$ cat config.mk
export PLATFORM = sky130hd
export DESIGN_NAME = seven_segments_decoder
export DESIGN_NICKNAME = d
export VERILOG_FILES = /design/src/rtl/seven_segments_decoder.sv
export SDC_FILE = /design/constraint.sdc
export NUM_CORES = 1
export LEC_CHECK = 0
export CORE_AREA = 2 2 39 41
export DETAILED_ROUTE_END_ITERATION = 7
export DIE_AREA = 0 0 41 43
export PLACE_DENSITY_LB_ADDON = 0.15
export SYNTH_ARGS = -nofsm -noshare
export SYNTH_HDL_FRONTEND = slang
export SYNTH_SLANG_ARGS = --single-unit
$ cat constraint.sdc
create_clock -name clk -period 0.8 [get_ports clk]
set_input_delay 0.16 -clock clk [delete_from_list [all_inputs] [get_ports clk]]
set_output_delay 0.16 -clock clk [all_outputs]
set_load 0.05 [all_outputs]
$ cat src/rtl/seven_segments_decoder.sv
// Seven-segment decoder with lamp-test / blank override and registered outputs.
// Segment order on the output bus: bit 6 = a ... bit 0 = g.
// ACTIVE_LOW inverts the whole segment bus after the priority logic, so the
// lamp-test, blank and reset patterns are inverted too. invalid is never inverted.
module seven_segments_decoder #(
  parameter bit ACTIVE_LOW = 1'b0,
  parameter bit HEX_MODE   = 1'b0
) (
  input  logic       clk,
  input  logic       rst_n,
  input  logic [3:0] digit,
  input  logic       lamp_test,
  input  logic       blank,
  output logic [6:0] segments,
  output logic       invalid
);

  localparam logic [6:0] SEG_ALL_ON = 7'b1111111;
  localparam logic [6:0] SEG_ALL_OFF = 7'b0000000;
  // Reset value is "all dark" at the pins, whichever drive polarity is in use.
  localparam logic [6:0] SEG_RESET = ACTIVE_LOW ? SEG_ALL_ON : SEG_ALL_OFF;

  logic [6:0] glyph;
  logic       glyph_bad;
  logic [6:0] seg_hi;
  logic [6:0] segments_d;
  logic       invalid_d;
  logic [6:0] segments_q;
  logic       invalid_q;

  // Digit-to-glyph lookup; anything without a glyph falls to dark/invalid.
  always_comb begin
    glyph     = SEG_ALL_OFF;
    glyph_bad = 1'b1;
    case (digit)
      4'd0:  begin glyph = 7'b1111110; glyph_bad = 1'b0; end
      4'd1:  begin glyph = 7'b0110000; glyph_bad = 1'b0; end
      4'd2:  begin glyph = 7'b1101101; glyph_bad = 1'b0; end
      4'd3:  begin glyph = 7'b1111001; glyph_bad = 1'b0; end
      4'd4:  begin glyph = 7'b0110011; glyph_bad = 1'b0; end
      4'd5:  begin glyph = 7'b1011011; glyph_bad = 1'b0; end
      4'd6:  begin glyph = 7'b1011111; glyph_bad = 1'b0; end
      4'd7:  begin glyph = 7'b1110000; glyph_bad = 1'b0; end
      4'd8:  begin glyph = 7'b1111111; glyph_bad = 1'b0; end
      4'd9:  begin glyph = 7'b1111011; glyph_bad = 1'b0; end
      4'd10: if (HEX_MODE) begin glyph = 7'b1110111; glyph_bad = 1'b0; end
      4'd11: if (HEX_MODE) begin glyph = 7'b0011111; glyph_bad = 1'b0; end
      4'd12: if (HEX_MODE) begin glyph = 7'b1001110; glyph_bad = 1'b0; end
      4'd13: if (HEX_MODE) begin glyph = 7'b0111101; glyph_bad = 1'b0; end
      4'd14: if (HEX_MODE) begin glyph = 7'b1001111; glyph_bad = 1'b0; end
      4'd15: if (HEX_MODE) begin glyph = 7'b1000111; glyph_bad = 1'b0; end
      default: begin
        glyph     = SEG_ALL_OFF;
        glyph_bad = 1'b1;
      end
    endcase
  end

  // Override priority (lamp_test > blank > decode), then apply drive polarity.
  always_comb begin
    seg_hi    = glyph;
    invalid_d = glyph_bad;
    if (lamp_test) begin
      seg_hi    = SEG_ALL_ON;
      invalid_d = 1'b0;
    end else if (blank) begin
      seg_hi    = SEG_ALL_OFF;
      invalid_d = 1'b0;
    end
    segments_d = ACTIVE_LOW ? ~seg_hi : seg_hi;
  end

  // Output registers; reset forces dark segments and clears invalid immediately.
  always_ff @(posedge clk or negedge rst_n) begin
    if (!rst_n) begin
      segments_q <= SEG_RESET;
      invalid_q  <= 1'b0;
    end else begin
      segments_q <= segments_d;
      invalid_q  <= invalid_d;
    end
  end

  assign segments = segments_q;
  assign invalid  = invalid_q;

endmodule

==> metrics.md <==
| Metric | Value |
|---|---|
| Final core utilization | `50.5%` |
| GP Congestion | `0.820` |
| RSZ-0062 raised after global routing | `true` |
| Final #Nets | `68` |
| Initial DRC Count | `5` |
| Die width | `41 um` |
| Power, Total | `1120 uW` |
| DR WL/cell | `12.3 um` |
| Post-DP HPWL | `718 um` |
| Pre-CTS WS | `-0.666 ns` |
| Leading area contributor after synthesis | `dfrtp_1` |
| Worst ir drop on vdd | `0.000522 V` |
| Post-synth top cells | `dfrtp_1, nand2_1` |
| IO Count | `16` |
| Final hold violation count | `0` |
| Worst EP arrival | `0.79 ns` |
| Area Growth Syn to Fin | `76.6%` |
| Synth async-reset ratio | `100%` |
| Bufs on Longest Clock Path | `2` |
| # diodes | `0` |
| Max Cap Viol | `0` |
| Fmax | `1060 MHz` |
| PwrDens | `1610 nW/um2` |
| Final Cell Area | `698 um2` |
| Hold Path Class | `in2async` |
| First-pass GRT wire length | `1530 um` |
| Synth warn | `0` |
| Post-synth EDFFs | `0` |
| CTS tree | `yes` |
| Count of cell types in the netlist | `21` |
| Placed Area | `668 um2` |
| Violated checks | `negative setup slack` |
| Port bufs | `15` |
| Syn Nets | `46` |
| Status | `finished with violations` |
| Top cell type's share of synthesized area | `50.6%` |
| Worst slew margin | `78.4%` |
| Final setup vio count | `8` |
| Antenna Violating Nets Remaining | `0` |
| Cell family with most CP delay | `flip-flops` |
| DRC | `0` |
| Post-Layout Cell Count | `74` |
| Required time worst endpoint | `0.64 ns` |
| Core area | `1380 um2` |
| Starting density of the core | `28.6%` |
| Drt total wl | `909 um` |
| CP max FO | `1` |
| Cts hold-fix bufs | `0` |
| P_leak | `0.000319 uW` |
| Final critical-path required period | `0.948 ns` |
| Inserted Clock Buffers | `3` |
| Share of cells above drive strength 1 | `44.8%` |
| Sequential cell area fraction in the yosys report | `50.6%` |
| Setup slack after layout | `-0.148 ns` |
| Clock Sink Count | `8` |
| Number of iterations in the first detailed-routing pass | `3` |
| Die ar. | `1760 um2` |
| Initial antenna violation count | `0` |
| Post-Syn Instances | `38` |
| Tot GR Track Use | `13.0%` |
| Clock-pin slew on the worst setup and hold paths | `0.05 ns` |
| DP Cell Count | `71` |
| H-tree levels | `1` |
| Slowest stage delay, CP | `0.39 ns` |
| Crit-path slowest cell | `dfrtp_1` |
| Fin crit share | `118%` |
| Die Ht | `43 um` |
| CP bufs+invs | `1` |
| Via count | `366` |
| DR vias/cell | `4.95` |
| Cells along the critical path | `buf_12` |
| CP Class | `reg2out` |
| Number of global-route vias before repair | `366` |
| Worst-margin pin slew | `0.324 ns` |
| Synth top area cells | `dfrtp_1, a221o_1, a211oi_1` |
| Global route total overflow | `0` |
| Synth Flop Type | `dfrtp_1` |
| Avg Inst Size Synth | `10.4 um2` |
| Yosys reg bits | `8` |
| Root Driver | `clkbuf_4` |
| Fin. max-slew vios | `0` |
| FP Rows | `14` |
| Worst setup SP type | `flop` |
| Crit end category | `output pin` |
| Count leader, synth | `dfrtp_1` |
| Post-Syn Area | `395 um2` |
| # fillers | `123` |
| Largest net degree at the start of global routing | `11` |
## cells in the final DEF (no fill, tap or decap), types with 2 or more instances in the layout
cell,instances
dfrtp_1,8
buf_12,8
nand2_1,4
clkbuf_4,3
buf_2,3
buf_4,3
nor2_1,2
a211oi_2,2
o21bai_1,2
a21o_1,2
a221o_1,2
dlygate4sd2_1,2
buf_6,2
## worst max path at each step
| stage | startpoint | to | cells past startpoint |
|---|---|---|---|
| 4_1_cts | segments[4] | segments[4] | 1 |
| 5_1_grt | segments[4] | segments[4] | 1 |
| 2_1_floorplan | digit[1] | segments[3] | 3 |
| 3_3_place_gp | digit[1] | segments[3] | 3 |
| 6_report | segments[4] | segments[4] | 1 |
| 3_5_place_dp | digit[1] | segments[3] | 4 |
## registers in the layout (all words and copies together), names as in the netlist
| register | cells |
|---|---|
| segments | 7 |
| invalid | 1 |
## area by class of cell
| cell class | count | area, um2 | area share, % |
|---|---|---|---|
| timing repair buffer | 20 | 253 | 36.2 |
| sequential | 8 | 200 | 28.7 |
| multi-input combinational | 26 | 199 | 28.5 |
| clock buffer | 3 | 22.5 | 3.23 |
| tap | 16 | 20.0 | 2.87 |
| inverter | 1 | 3.75 | 0.538 |
## routing by layer
metal  global-route usage (%)  part of all wire, %
met1                     13.6                   35
met2                     21.6                   55
met3                     1.57                  7.4
met4                     10.0                  2.0
met5                        0                    0
## repair_timing
action,in CTS,in global routing
setup endpoints to repair,16,14
resized for setup,20,4
buffers inserted,0,0
pin swaps,4,0
## kinds of logic (layout without fill, tap and decap cells)
| logic type | count (synthesis) | count (layout) | share of synthesized area (%) |
|---|---|---|---|
| flip-flops | 8 | 8 | 50.6 |
| buffers and inverters | 4 | 24 | 4.74 |
| AND/OR/NAND/NOR | 11 | 11 | 14.9 |
| AO/OA/AOI/OAI | 14 | 14 | 27.5 |
| XOR/XNOR | 1 | 1 | 2.22 |
## stage by stage
step	setup TNS (ns)	hold slack, ns
4_1_cts	-1.29	0.181
3_3_place_gp	-4.41	0.438
5_1_grt	-1.35	0.201
2_1_floorplan	-0.125	-0.136
3_5_place_dp	-4.67	0.441
6_report	-1.12	0.183
## power breakdown
part	switching [uW]	leakage, uW	internal, uW
sequential	22.0	0.0000908	434
combinational	201	0.000215	190
clock	105	0.0000138	169
Note: power is estimated with default switching activity, not from simulation.
